**src/rtl/key_conditioner.sv**
```systemverilog
// Pushbutton conditioner: per-key 2-FF sync, debounce, press/release strobes and auto-repeat.
// Every output is registered, and each channel is independent of the others.
module key_conditioner #(
    parameter int NUM_KEYS        = 4,
    parameter int DEBOUNCE_CYCLES = 250000,
    parameter int HOLD_CYCLES     = 50000000,
    parameter int REPEAT_CYCLES   = 10000000
) (
    input  logic                clk,
    input  logic                rst,
    input  logic [NUM_KEYS-1:0] key_n_in,
    output logic [NUM_KEYS-1:0] key_level,
    output logic [NUM_KEYS-1:0] key_press,
    output logic [NUM_KEYS-1:0] key_release,
    output logic [NUM_KEYS-1:0] key_repeat
);
    localparam int HOLD_MAX = (HOLD_CYCLES > REPEAT_CYCLES) ? HOLD_CYCLES : REPEAT_CYCLES;
    localparam int DB_W     = $clog2(DEBOUNCE_CYCLES);
    localparam int HC_W     = $clog2(HOLD_MAX);

    localparam logic [DB_W-1:0] DB_LAST   = DB_W'(DEBOUNCE_CYCLES - 1);
    localparam logic [DB_W-1:0] DB_ONE    = DB_W'(1);
    localparam logic [HC_W-1:0] HOLD_LAST = HC_W'(HOLD_CYCLES - 1);
    localparam logic [HC_W-1:0] RPT_LAST  = HC_W'(REPEAT_CYCLES - 1);
    localparam logic [HC_W-1:0] HC_ONE    = HC_W'(1);

    typedef enum logic [2:0] {
        S_IDLE,
        S_DB_PRESS,
        S_HELD,
        S_RPT,
        S_DB_REL
    } keyState_t;

    logic [NUM_KEYS-1:0] r_sync1;
    logic [NUM_KEYS-1:0] r_sync2;

    // Reset value 1 means "released", so leaving reset never looks like a press.
    always_ff @(posedge clk or negedge rst) begin
        if (!rst) begin
            r_sync1 <= '1;
            r_sync2 <= '1;
        end else begin
            r_sync1 <= key_n_in;
            r_sync2 <= r_sync1;
        end
    end

    for (genvar g = 0; g < NUM_KEYS; g++) begin : g_key
        keyState_t       r_state, w_nextState;
        logic [DB_W-1:0] r_cnt, w_nextCnt;
        logic [HC_W-1:0] r_hcnt, w_nextHcnt;
        logic            r_fromRpt, w_nextFromRpt;
        logic            r_level, w_nextLevel;
        logic            r_press, r_release, r_repeat;
        logic            w_press, w_release, w_repeat;
        logic            w_s;

        assign w_s = r_sync2[g];

        always_ff @(posedge clk or negedge rst) begin
            if (!rst) begin
                r_state   <= S_IDLE;
                r_cnt     <= '0;
                r_hcnt    <= '0;
                r_fromRpt <= 1'b0;
                r_level   <= 1'b0;
                r_press   <= 1'b0;
                r_release <= 1'b0;
                r_repeat  <= 1'b0;
            end else begin
                r_state   <= w_nextState;
                r_cnt     <= w_nextCnt;
                r_hcnt    <= w_nextHcnt;
                r_fromRpt <= w_nextFromRpt;
                r_level   <= w_nextLevel;
                r_press   <= w_press;
                r_release <= w_release;
                r_repeat  <= w_repeat;
            end
        end

        // A bounce during release debounce resumes HELD/RPT with the hold count untouched.
        always_comb begin
            w_nextState   = r_state;
            w_nextCnt     = r_cnt;
            w_nextHcnt    = r_hcnt;
            w_nextFromRpt = r_fromRpt;
            w_nextLevel   = r_level;
            w_press       = 1'b0;
            w_release     = 1'b0;
            w_repeat      = 1'b0;
            case (r_state)
                S_IDLE: begin
                    if (!w_s) begin
                        w_nextState = S_DB_PRESS;
                        w_nextCnt   = DB_ONE;
                    end
                end
                S_DB_PRESS: begin
                    if (w_s) begin
                        w_nextState = S_IDLE;
                        w_nextCnt   = '0;
                    end else if (r_cnt == DB_LAST) begin
                        w_nextState = S_HELD;
                        w_nextCnt   = '0;
                        w_nextHcnt  = '0;
                        w_nextLevel = 1'b1;
                        w_press     = 1'b1;
                    end else begin
                        w_nextCnt = (r_cnt == '1) ? r_cnt : r_cnt + DB_ONE;
                    end
                end
                S_HELD, S_RPT: begin
                    if (w_s) begin
                        w_nextState   = S_DB_REL;
                        w_nextCnt     = DB_ONE;
                        w_nextFromRpt = (r_state == S_RPT);
                    end else if (r_hcnt == ((r_state == S_RPT) ? RPT_LAST : HOLD_LAST)) begin
                        w_nextState = S_RPT;
                        w_nextHcnt  = '0;
                        w_repeat    = 1'b1;
                    end else begin
                        w_nextHcnt = (r_hcnt == '1) ? r_hcnt : r_hcnt + HC_ONE;
                    end
                end
                S_DB_REL: begin
                    if (!w_s) begin
                        w_nextState = r_fromRpt ? S_RPT : S_HELD;
                        w_nextCnt   = '0;
                    end else if (r_cnt == DB_LAST) begin
                        w_nextState = S_IDLE;
                        w_nextCnt   = '0;
                        w_nextLevel = 1'b0;
                        w_release   = 1'b1;
                    end else begin
                        w_nextCnt = (r_cnt == '1) ? r_cnt : r_cnt + DB_ONE;
                    end
                end
                default: begin
                    w_nextState = S_IDLE;
                    w_nextCnt   = '0;
                    w_nextHcnt  = '0;
                end
            endcase
        end

        assign key_level[g]   = r_level;
        assign key_press[g]   = r_press;
        assign key_release[g] = r_release;
        assign key_repeat[g]  = r_repeat;
    end

endmodule
```
**config.mk**
```make
export PLATFORM = sky130hd
export DESIGN_NAME = key_conditioner
export DESIGN_NICKNAME = d
export VERILOG_FILES = /design/src/rtl/key_conditioner.sv
export SDC_FILE = /design/constraint.sdc
export NUM_CORES = 1
export LEC_CHECK = 0
export ABC_AREA = 1
export CAP_MARGIN = 30
export CORE_AREA = 5 5 281 146
export CTS_CLUSTER_SIZE = 16
export DETAILED_ROUTE_END_ITERATION = 7
export DIE_AREA = 0 0 286 151
export MAX_ROUTING_LAYER = met4
export PLACE_DENSITY = 0.66
export SLEW_MARGIN = 25
export SYNTH_ARGS = -nofsm -noshare
export SYNTH_HDL_FRONTEND = slang
export SYNTH_SLANG_ARGS = --single-unit
export TNS_END_PERCENT = 50
```
**constraint.sdc**
```tcl
create_clock -name clk -period 2.1 [get_ports clk]
set_input_delay 0.42 -clock clk [delete_from_list [all_inputs] [get_ports clk]]
set_output_delay 0.42 -clock clk [all_outputs]
set_load 0.01 [all_outputs]
```
==> impl_metrics.csv, run 1 <==
group,metric,value,unit
sta,unrepaired_setup_endpoints_after_global_routing,"true",
power_and_ir_drop,switching_power,5.84,mW
floorplanning,design.die.area,43200,sq um
finish,fin_nets,2422,
power_and_ir_drop,cellPowerDensity,841,nW/um^2
global_routing,grtUsageMet2,23.7,%
drt,dr.pass1.iters,5,
global_routing,grt_first_pass_wirelength,70600,microns
logic_synthesis,synth.area.top_cells,"sky130_fd_sc_hd__dfrtp_1 34%, sky130_fd_sc_hd__nand2_1 21%, sky130_fd_sc_hd__nor2_1 9.7%",
placement,port_buffers,21,
logic_synthesis,netlist.area_leader.share,34.5,%
clock_tree,tritoncts.num_buffers,23,
finish,layout.cells.most_common,"sky130_fd_sc_hd__nand2_1",
sta,report.final.hold_viol_count,0,
power_and_ir_drop,power_frac_comb,37.6,%
worst_setup_path,startpoint,"g_key[2].r_cnt[0]$_DFFE_PN0P_",
logic_synthesis,syn_nets,2363,
finish,diodes,0,
global_routing,grt_overflow,0,
sta,worst_clock_skew,0.0108,ns
power_and_ir_drop,share_seq_of_total_power,34.2,%
clock_tree,cts-root-buf,"sky130_fd_sc_hd__clkbuf_16",
logic_synthesis,synth-async-reset-ratio,100,%
sta,slew_headroom,64.6,%
finish,mostFrequentLayoutCells,"861 x sky130_fd_sc_hd__nand2_1, 390 x sky130_fd_sc_hd__nor2_1, 220 x sky130_fd_sc_hd__nand3_1",
worst_setup_path,critical_path.startpoint_type,"flip-flop",
global_routing,groute.layer.met3.usage,3.95,%
clock_tree,cts_tree,"yes",
sta,max_freq,505,MHz
hold_path,worstHoldStart,"key_n_in[2]",
clock_tree,clock_insertion_delay_worst_skew,0.53,ns
logic_synthesis,synth.largest_area_cell,"sky130_fd_sc_hd__dfrtp_1",
worst_setup_path,reg2reg_to,"g_key[2].r_hcnt[3]$_DFFE_PN0P_",
floorplanning,ios,22,
global_routing,globalRouteMet1Util,34.6,%
power_and_ir_drop,p_clk_share,28.2,%
global_routing,grt_antenna_before_repair,0,
sta,fin_crit_sh,94.4,%
drt,drc,0,
logic_synthesis,synthesis.area,15100,sq um
hold_path,hold-path-cell-count,1,
power_and_ir_drop,leakagePower,7.67,nW
clock_tree,clk_path_buf_depth,3,
hold_path,min_to,"r_sync1[2]$_DFF_PN1_",
run,max_cap_violations,0,
finish,area.growth.synth_to_final,11.9,%
power_and_ir_drop,p_total,14.2,mW
placement,pre_cts_slack,-0.00901,ns
finish,drive_gt1_share,8.91,%
drt,drt_first_iter_violations,1855,
drt,drt-total-wl,43000,microns
sta,drv_slew,0,
sta,setup_viol_count_final,0,
drt,ant_nets,0,
worst_setup_path,timing.setup.critical_path_class,"flip-flop to flip-flop",
hold_path,hold_path.class,"input pin to flip-flop",
worst_setup_path,worst-path-max-fanout,12,
placement,detailed_place_hpwl,32100,microns
logic_synthesis,ys_warn_count,0,
power_and_ir_drop,netSwitchingFraction,41.2,%
global_routing,number_of_global_route_vias_before_repair,13200,
floorplanning,core-area,38200,sq um
global_routing,grt_util_all_layers,20.3,%
placement,globalplace.congestion,1.00,
logic_synthesis,syn_area_per_cell,6.42,sq um
logic_synthesis,synth.lib_cells_used.distinct,45,
worst_setup_path,setup.worst_path.end_class,"flip-flop",
sta,min_period,1.98,ns
floorplanning,initial_utilization,39.5,%
floorplanning,chipHeight,151,microns
worst_setup_path,origin_of_the_critical_flop_to_flop_path,"g_key[2].r_cnt[0]$_DFFE_PN0P_",
floorplanning,core.rowCount,51,
finish,n_fill_cell,3970,
global_routing,globalRoute.busiestLayer,"met1",
outcome,run_status,"finished clean",
worst_setup_path,worstPathArrival,2.45,ns
global_routing,grt_start_max_net_pins,56,
logic_synthesis,number_of_flops_mapped_to_enable_cells_by_yosys,0,
power_and_ir_drop,internal-power,8.35,mW
clock_tree,cts_htree_levels,1,
logic_synthesis,ys.flop_type,"sky130_fd_sc_hd__dfrtp_1",
floorplanning,fp.dieW,286,microns
logic_synthesis,postSynthCellCount,2349,
drt,route.vias.total,15000,
power_and_ir_drop,vdd.ir_drop.worst,0.676,mV
logic_synthesis,synth_sequential_area_ratio,35.9,%
drt,route.detailed.vias_per_inst,5.12,
worst_setup_path,critPathRequiredTime,2.57,ns
clock_tree,clkSlewWorstSetupHoldPaths,0.06,ns
clock_tree,clock_sink_count,216,
sta,setup_ws,0.118,ns
sta,worstMarginPinSlew,0.527,ns
drt,route.detailed.wl_per_inst,14.7,microns
worst_setup_path,reg2reg_setup_slack,0.12,ns
worst_setup_path,timing.reg2reg.worst_path_depth,11,
logic_synthesis,synth.ff_latch_count,216,
-- layout make-up --
type / instances / area (sq um) / area share, %
inverters: 241 / 908 / 5.38
repair buffers: 89 / 845 / 5.00
flip-flops and latches: 216 / 5420 / 32.1
well taps: 503 / 629 / 3.73
clock inverters: 8 / 75.1 / 0.445
multi-input cells: 1837 / 8370 / 49.6
clock buffers: 33 / 643 / 3.81
-- cells by family after synthesis --
family                     after synthesis  synth area share, %
AOI/OAI and AO/OA                      129                 4.92
xor gates and xnor gates                54                 3.13
adders and majority gates                8                0.663
buffers and inverters                  298                 9.04
DFF                                    216                 35.9
and+or+nand+nor                       1644                 46.4
-- Yosys cell counts, drive strengths merged (3+ instances only) --
master and number:
ha 8, nor3 33, nand2 885, o21ai 72, buf 52, a31oi 6, nand3 228, a21oi 20
o21bai 6, clkbuf 5, nand3b 6, xnor2 18, xor2 36, dfstp 8, nand4 57, dfrtp 208
or2 6, o211ai 16, o31ai 4, and3 3, nor3b 3, nor2 420, inv 239
-- worst max path at each step --
| stage | endpoint | slack (ns) | depth (start not counted) |
|---|---|---|---|
| 2_1_floorplan | g_key[2].r_hcnt[24]$_DFFE_PN0P_ | 0.34 | 11 |
| 3_3_place_gp | g_key[2].r_hcnt[14]$_DFFE_PN0P_ | 0.08 | 11 |
| 3_5_place_dp | g_key[2].r_hcnt[8]$_DFFE_PN0P_ | -0.009 | 11 |
| 4_1_cts | g_key[2].r_hcnt[11]$_DFFE_PN0P_ | 0.03 | 11 |
| 5_1_grt | g_key[1].r_hcnt[20]$_DFFE_PN0P_ | -0.02 | 10 |
| 6_report | g_key[2].r_hcnt[3]$_DFFE_PN0P_ | 0.12 | 11 |
-- critical path, stage by stage (launching register included) --
cell and delay, ns:
sky130_fd_sc_hd__dfrtp_1 0.37, sky130_fd_sc_hd__ha_2 0.24, sky130_fd_sc_hd__inv_2 0.05, sky130_fd_sc_hd__nor2_4 0.20, sky130_fd_sc_hd__inv_2 0.05, sky130_fd_sc_hd__nor2_2 0.12
sky130_fd_sc_hd__nand3_2 0.10, sky130_fd_sc_hd__nand2_2 0.10, sky130_fd_sc_hd__nand3_2 0.15, sky130_fd_sc_hd__nor2_4 0.37, sky130_fd_sc_hd__nand2_1 0.10, sky130_fd_sc_hd__nand2_1 0.07
-- routing by layer --
layer	vias to the layer above	routed length [microns]
met1	6848	23900
met3	43	3960
met4	0	609
met2	578	14600
met5	-	0
li1	7524	-
-- sequential cells by signal, summed over array words and instances, names as in the netlist --
register / count
g_key.r_level: 4
g_key.r_state: 12
g_key.r_cnt: 72
r_sync2: 4
g_key.r_hcnt: 104
r_sync1: 4
g_key.r_repeat: 4
g_key.r_fromRpt: 4
g_key.r_press: 4
g_key.r_release: 4
-- what timing repair did --
| item | in CTS | in global routing |
|---|---|---|
| hold buffers | 1 | 0 |
| setup buffers | 0 | 2 |
| setup endpoints to repair | 4 | 87 |
| hold endpoints to repair | 33 | 0 |
| gates cloned | 0 | 2 |
| pin swaps | 0 | 2 |
| gates resized for setup | 1 | 15 |
-- power by group through the flow --
stage               combinational [mW]  sequential (mW)  clock, mW
floorplan                         3.69             4.85          0
global placement                  4.93             4.90          0
detailed placement                4.96             4.91          0
CTS                               4.98             4.84       4.16
global route                      5.90             4.90       4.35
finish                            5.33             4.86       4.01
-- stage by stage --
stage / hold slack [ns] / setup TNS (ns) / utilization, % / cells / instance area, sq um
after CTS: 0.265 / 0 / 43.9 / 2923 / 16800
final: 0.296 / 0 / 44.2 / 2927 / 16900
after global routing: 0.280 / -0.0416 / 44.2 / 2927 / 16900
after detailed placement: 0.336 / -0.0243 / 42.0 / 2881 / 16100
after global placement: 0.334 / 0 / 42.0 / 2881 / 16100
after floorplan: 0.124 / 0 / - / 2349 / 15100
Power figures use the tool's default switching activity.
==> inputs of run 2 (changes only) <==
Settings changed: CELL_PAD_IN_SITES_DETAIL_PLACEMENT set to 0, CELL_PAD_IN_SITES_GLOBAL_PLACEMENT set to 1, PLACE_DENSITY 0.66 to 0.83, RECOVER_POWER set to 50.
==> run 2 against run 1 <==
- flip-flop and latch count stayed put
- count of clock-buffer cells in the layout down 7
- non-clock buffer count is 8 higher
- worst setup slack worse by 0.0070 ns
- critical path type unchanged
- critical endpoint is now g_key[0].r_cnt[6]$_DFFE_PN0P_
- highest routed layer unchanged
==> impl_metrics.csv, run 2 (same netlist as run 1, synthesis figures left out) <==
group,metric,value,unit
worst_setup_path,critical_path.n_buffers_inverters,2,
sta,worst_clock_skew,0.0156,ns
worst_setup_path,cpMostUsedCell,"sky130_fd_sc_hd__nand2_1",
sta,worstMarginPinSlew,0.940,ns
clock_tree,cts-root-buf,"sky130_fd_sc_hd__clkbuf_16",
worst_setup_path,cpLargestDelayFamily,"simple AND/OR/NAND/NOR gates",
global_routing,grt_start_max_net_pins,61,
finish,drive_gt1_share,9.65,%
floorplanning,core.rowCount,51,
drt,drt_first_iter_violations,1577,
global_routing,grt_util_all_layers,21.2,%
floorplanning,core-area,38200,sq um
drt,route.detailed.wl_per_inst,15.2,microns
placement,globalplace.congestion,0.994,
worst_setup_path,critical_path.cell_chain,"ha_1, nand3_1, inv_2, nand2_1, nor2_2, nand2_1, nand2_1, inv_2, nand2_1, nand2_1, nand2_1, nor2_1",
finish,max_flop_register,"g_key.r_hcnt",
finish,mostFrequentLayoutCells,"862 x sky130_fd_sc_hd__nand2_1, 392 x sky130_fd_sc_hd__nor2_1, 218 x sky130_fd_sc_hd__nand3_1",
hold_path,hold_path.class,"flip-flop to flip-flop",
finish,largest_register_ffs,104,
clock_tree,tritoncts.num_buffers,24,
sta,drv_slew,0,
hold_path,min_to,"r_sync2[0]$_DFF_PN1_",
power_and_ir_drop,cellPowerDensity,898,nW/um^2
finish,total_non_filler_cell_area_in_the_finished_layout,17200,sq um
placement,port_buffers,21,
worst_setup_path,reg2reg_to,"g_key[0].r_cnt[6]$_DFFE_PN0P_",
global_routing,globalRouteMet1Util,36.2,%
power_and_ir_drop,leakagePower,7.78,nW
global_routing,grtUsageMet2,24.6,%
floorplanning,fp.dieW,286,microns
drt,route.vias.total,15100,
clock_tree,cts_tree,"yes",
sta,setup_ws,0.112,ns
sta,setup_viol_count_final,0,
sta,slew_headroom,37.4,%
worst_setup_path,timing.reg2reg.worst_path_depth,12,
sta,report.final.hold_viol_count,0,
clock_tree,clk_path_buf_depth,3,
worst_setup_path,timing.setup.critical_path_class,"flip-flop to flip-flop",
worst_setup_path,reg2reg_setup_slack,0.11,ns
run,max_cap_violations,0,
hold_path,worstHoldStart,"r_sync1[0]$_DFF_PN1_",
worst_setup_path,worst-path-max-fanout,7,
global_routing,groute.layer.met3.usage,4.26,%
finish,regArea,5420,sq um
sta,fin_crit_sh,94.7,%
finish,layout.cells.most_common,"sky130_fd_sc_hd__nand2_1",
clock_tree,clock_sink_count,216,
finish,fin_nets,2430,
drt,drt-total-wl,44800,microns
drt,route.detailed.vias_per_inst,5.15,
global_routing,grt_antenna_before_repair,1,
clock_tree,clock_insertion_delay_worst_skew,0.54,ns
floorplanning,chipHeight,151,microns
global_routing,grt_overflow,0,
finish,multi_input_area,8370,sq um
placement,pre_cts_slack,0.0403,ns
worst_setup_path,worstPathArrival,2.40,ns
worst_setup_path,origin_of_the_critical_flop_to_flop_path,"g_key[0].r_cnt[1]$_DFFE_PN0P_",
drt,ant_nets,0,
sta,min_period,1.99,ns
clock_tree,clkSlewWorstSetupHoldPaths,0.07,ns
worst_setup_path,slowest_stage,"sky130_fd_sc_hd__dfrtp_1",
drt,dr.pass1.iters,5,
global_routing,number_of_global_route_vias_before_repair,13500,
sta,hold_slack,0.347,ns
power_and_ir_drop,vdd.ir_drop.worst,0.589,mV
clock_tree,cts_htree_levels,1,
floorplanning,design.die.area,43200,sq um
hold_path,hold-path-cell-count,0,
worst_setup_path,setup.worst_path.end_class,"flip-flop",
worst_setup_path,critPathRequiredTime,2.51,ns
floorplanning,initial_utilization,39.5,%
finish,largest_registers_ranked_by_flip_flop_count,"g_key.r_hcnt: 104 flops, g_key.r_cnt: 72 flops, g_key.r_state: 12 flops",
finish,area.growth.synth_to_final,13.7,%
floorplanning,ios,22,
finish,n_fill_cell,3885,
finish,final_cells,2938,
global_routing,globalRoute.busiestLayer,"met1",
worst_setup_path,critical_path.startpoint_type,"flip-flop",
placement,detailed_place_hpwl,33300,microns
outcome,run_status,"finished clean",
drt,drc,0,
sta,max_freq,503,MHz
placement,dpl_cell_area,16100,sq um
global_routing,grt_first_pass_wirelength,73000,microns
placement,place_inst,2885,
sta,fin_setup_tns,0,ns
worst_setup_path,critical-path-max-stage-delay,0.38,ns
run 2: changes by cell type in the layout (fill, tap and decap cells not counted), moves of 3 or more:
cell,change
sky130_fd_sc_hd__dlygate4sd3_1,+4
sky130_fd_sc_hd__clkbuf_2,+3
sky130_fd_sc_hd__clkdlybuf4s50_1,-4
sky130_fd_sc_hd__clkbuf_1,-6
sky130_fd_sc_hd__bufinv_16,+6
sky130_fd_sc_hd__clkbuf_8,-3
sky130_fd_sc_hd__buf_4,+4
sky130_fd_sc_hd__nor2_2,-3
run 2: cell type report:
type	instances	area share (%)
Sequential cell	216	31.6
Antenna cell	1	0.0146
Tap cell	503	3.67
Timing Repair Buffer	97	5.28
Inverter	241	5.32
Clock inverter	18	1.66
Clock buffer	26	3.67
Multi-Input combinational cell	1836	48.8
run 2: worst max path at each step:
stage	to	cells after the start	from	slack, ns
3_5_place_dp	g_key[1].r_cnt[1]$_DFFE_PN0P_	10	g_key[1].r_cnt[0]$_DFFE_PN0P_	0.04
3_3_place_gp	g_key[1].r_cnt[1]$_DFFE_PN0P_	10	g_key[1].r_cnt[0]$_DFFE_PN0P_	0.07
4_1_cts	g_key[2].r_hcnt[10]$_DFFE_PN0P_	11	g_key[2].r_cnt[1]$_DFFE_PN0P_	0.04
6_report	g_key[0].r_cnt[6]$_DFFE_PN0P_	12	g_key[0].r_cnt[1]$_DFFE_PN0P_	0.11
5_1_grt	g_key[0].r_hcnt[25]$_DFFE_PN0P_	11	g_key[0].r_hcnt[1]$_DFFE_PN0P_	-0.002
2_1_floorplan	g_key[2].r_hcnt[24]$_DFFE_PN0P_	11	g_key[2].r_cnt[0]$_DFFE_PN0P_	0.34
run 2: per-stage QoR:
stage / power, mW / utilization [%]
final: 15.4 / 44.9
after global routing: 16.3 / 44.9
after CTS: 15.1 / 44.6
after detailed placement: 10.1 / 42.1
after global placement: 10.0 / 42.1
after floorplan: 8.54 / -
run 2: layer usage:
metal,vias to the layer above,wire (microns)
li1,7534,-
met1,6962,25000
met2,579,14900
met3,53,4250
met4,0,638
met5,-,0
run 2: timing repair:
| action | 4_1_cts | 5_1_grt |
|---|---|---|
| resized for setup | 0 | 18 |
| endpoints found under the hold margin | 25 | 0 |
| setup endpoints to repair | 0 | 133 |
| setup buffers | 0 | 6 |
| hold buffers | 1 | 0 |
run 2: report_power, final:
part | leakage (nW) | switching, mW | internal, mW
clock | 0.433 | 1.95 | 3.04
sequential | 2.95 | 0.385 | 4.48
combinational | 4.39 | 3.78 | 1.77
total | 7.78 | 6.11 | 9.29
==> inputs of run 3 (changes only) <==
Settings changed: CORE_AREA 5 5 281 146 to 5 5 201 203, DIE_AREA 0 0 286 151 to 0 0 206 208, PLACE_DENSITY 0.83 to 0.82.
==> run 3 against run 2 <==
- maximum frequency is 1.1% higher
- via count is 4.3% lower
- non-clock buffer count is 22 lower
- first-iteration DRC count is 42% lower
- core utilization is 0.20 points lower
- critical path type unchanged
- critical endpoint is now g_key[2].r_hcnt[15]$_DFFE_PN0P_
- largest power group is now clock
==> impl_metrics.csv, run 3 (same netlist as run 1, synthesis figures left out) <==
group,metric,value,unit
floorplanning,ios,22,
finish,largest_register_ffs,104,
sta,min_period,1.97,ns
sta,hold_slack,0.355,ns
global_routing,groute.layer.met3.usage,2.43,%
drt,ant_nets,0,
clock_tree,cts_htree_levels,1,
finish,area.growth.synth_to_final,13.3,%
sta,slew_headroom,6.38,%
drt,route.detailed.vias_per_inst,4.93,
hold_path,hold-path-cell-count,0,
sta,max_freq,509,MHz
global_routing,grt_start_max_net_pins,56,
global_routing,globalRouteMet1Util,25.4,%
worst_setup_path,reg2reg_setup_slack,0.13,ns
clock_tree,postCtsSetupRepairBufs,0,
worst_setup_path,worst-path-max-fanout,25,
clock_tree,clock_sink_count,216,
clock_tree,clkSlewWorstSetupHoldPaths,0.06,ns
sta,unrepaired_setup_endpoints_after_global_routing,"true",
worst_setup_path,origin_of_the_critical_flop_to_flop_path,"g_key[2].r_cnt[0]$_DFFE_PN0P_",
sta,worst_clock_skew,0.0151,ns
sta,setup_viol_count_final,0,
clock_tree,cts_tree,"yes",
sta,drv_slew,0,
worst_setup_path,critical_path.startpoint_type,"flip-flop",
clock_tree,clock_insertion_delay_worst_skew,0.56,ns
clock_tree,cts-root-buf,"sky130_fd_sc_hd__clkbuf_16",
hold_path,worstHoldStart,"r_sync1[3]$_DFF_PN1_",
outcome,run_status,"finished clean",
finish,fin_nets,2412,
worst_setup_path,timing.setup.critical_path_class,"flip-flop to flip-flop",
floorplanning,fp.dieW,206,microns
global_routing,grt_util_all_layers,18.4,%
drt,drt-total-wl,38800,microns
drt,drc,0,
worst_setup_path,timing.reg2reg.worst_path_depth,11,
worst_setup_path,reg2reg_to,"g_key[2].r_hcnt[15]$_DFFE_PN0P_",
hold_path,min_to,"r_sync2[3]$_DFF_PN1_",
clock_tree,clk_path_buf_depth,3,
power_and_ir_drop,leakagePower,7.74,nW
finish,largest_registers_ranked_by_flip_flop_count,"g_key.r_hcnt: 104 flops, g_key.r_cnt: 72 flops, g_key.r_state: 12 flops",
global_routing,globalRoute.busiestLayer,"met2",
worst_setup_path,setup.worst_path.end_class,"flip-flop",
finish,drive_gt1_share,8.88,%
floorplanning,core.rowCount,72,
placement,port_buffers,21,
drt,route.detailed.wl_per_inst,13.2,microns
floorplanning,design.die.area,42800,sq um
power_and_ir_drop,cellPowerDensity,895,nW/um^2
sta,fin_crit_sh,93.6,%
run,max_cap_violations,0,
finish,mostFrequentLayoutCells,"863 x sky130_fd_sc_hd__nand2_1, 391 x sky130_fd_sc_hd__nor2_1, 221 x sky130_fd_sc_hd__inv_1",
global_routing,grt_first_pass_wirelength,66300,microns
power_and_ir_drop,vdd.ir_drop.worst,0.566,mV
worst_setup_path,worstPathArrival,2.45,ns
hold_path,hold_path.class,"flip-flop to flip-flop",
worst_setup_path,critPathRequiredTime,2.59,ns
finish,layout.cells.most_common,"sky130_fd_sc_hd__nand2_1",
power_and_ir_drop,p_total,15.3,mW
drt,dr.pass1.iters,5,
floorplanning,initial_utilization,39.4,%
placement,detailed_place_hpwl,28100,microns
sta,report.final.hold_viol_count,0,
finish,diodes,0,
global_routing,grt_antenna_before_repair,0,
clock_tree,tritoncts.num_buffers,29,
finish,max_flop_register,"g_key.r_hcnt",
sta,worstMarginPinSlew,1.40,ns
drt,drt_first_iter_violations,920,
global_routing,grtUsageMet2,29.4,%
placement,globalplace.congestion,0.932,
global_routing,number_of_global_route_vias_before_repair,13600,
drt,route.vias.total,14500,
floorplanning,chipHeight,208,microns
floorplanning,core-area,38300,sq um
global_routing,grt_overflow,0,
[run 3: cell count changes in the layout (fill, tap and decap cells not counted), moves of 3 or more]
cell | before | now
sky130_fd_sc_hd__buf_4 | 61 | 44
sky130_fd_sc_hd__buf_12 | 10 | 5
sky130_fd_sc_hd__clkbuf_16 | 25 | 29
sky130_fd_sc_hd__clkbuf_8 | 0 | 4
sky130_fd_sc_hd__inv_1 | 217 | 221
sky130_fd_sc_hd__buf_8 | 0 | 3
sky130_fd_sc_hd__clkbuf_2 | 3 | 0
[run 3: worst max-delay path by stage]
stage,startpoint,endpoint,slack [ns],cells after the start
after detailed placement,g_key[2].r_cnt[0]$_DFFE_PN0P_,g_key[2].r_hcnt[3]$_DFFE_PN0P_,0.1,11
after CTS,g_key[3].r_cnt[0]$_DFFE_PN0P_,g_key[3].r_cnt[15]$_DFFE_PN0P_,0.06,7
after global routing,g_key[2].r_cnt[13]$_DFFE_PN0P_,g_key[2].r_hcnt[16]$_DFFE_PN0P_,-0.04,9
after global placement,g_key[3].r_cnt[0]$_DFFE_PN0P_,g_key[3].r_cnt[15]$_DFFE_PN0P_,0.13,7
after floorplan,g_key[2].r_cnt[0]$_DFFE_PN0P_,g_key[2].r_hcnt[24]$_DFFE_PN0P_,0.34,11
final,g_key[2].r_cnt[0]$_DFFE_PN0P_,g_key[2].r_hcnt[15]$_DFFE_PN0P_,0.13,11
[run 3: worst max-delay path, cell delays in order, from the launching register on]
cell and delay (ns):
sky130_fd_sc_hd__dfrtp_1 0.40, sky130_fd_sc_hd__ha_4 0.18, sky130_fd_sc_hd__inv_2 0.04, sky130_fd_sc_hd__nor2_4 0.13, sky130_fd_sc_hd__inv_2 0.04, sky130_fd_sc_hd__nor2_2 0.10, sky130_fd_sc_hd__nand3_2 0.10, sky130_fd_sc_hd__nand2_2 0.11
sky130_fd_sc_hd__nand3_2 0.08, sky130_fd_sc_hd__nor2_4 0.49, sky130_fd_sc_hd__nand2_1 0.13, sky130_fd_sc_hd__nand2_1 0.08
[run 3: cell type report]
class	count	area, sq um
flip-flops and latches	216	5420
fillers	4008	21200
repair buffers	75	694
multi-input cells	1835	8360
inverters	241	905
well taps	518	648
clock inverters	20	299
clock buffers	33	781
[run 3: stage by stage]
stage	cell area [sq um]	setup TNS [ns]	worst slack [ns]	instances	utilization (%)
after floorplan	15100	0	0.338	2349	-
after global placement	16000	0	0.131	2884	41.8
after detailed placement	16000	0	0.0952	2884	41.8
after CTS	17100	0	0.0550	2938	44.6
after global routing	17100	-0.0687	-0.0380	2938	44.7
final	17100	0	0.134	2938	44.7
[run 3: timing repair]
action | in CTS | in global routing
gates resized for setup | 0 | 10
endpoints found under the hold margin | 51 | 0
hold buffers | 1 | 0
endpoints found under the setup margin | 0 | 78
[run 3: power by group]
part	internal, mW	total (mW)	switching, mW
sequential	4.48	4.87	0.388
combinational	1.51	4.93	3.42
clock	3.53	5.52	1.99
total	9.51	15.3	5.80
[run 3: routing by layer]
metal  vias up  routed length, microns
met5         -                       0
met4         0                     747
met3        48                    1490
met2       270                   17800
met1      6664                   18800
li1       7503                       -
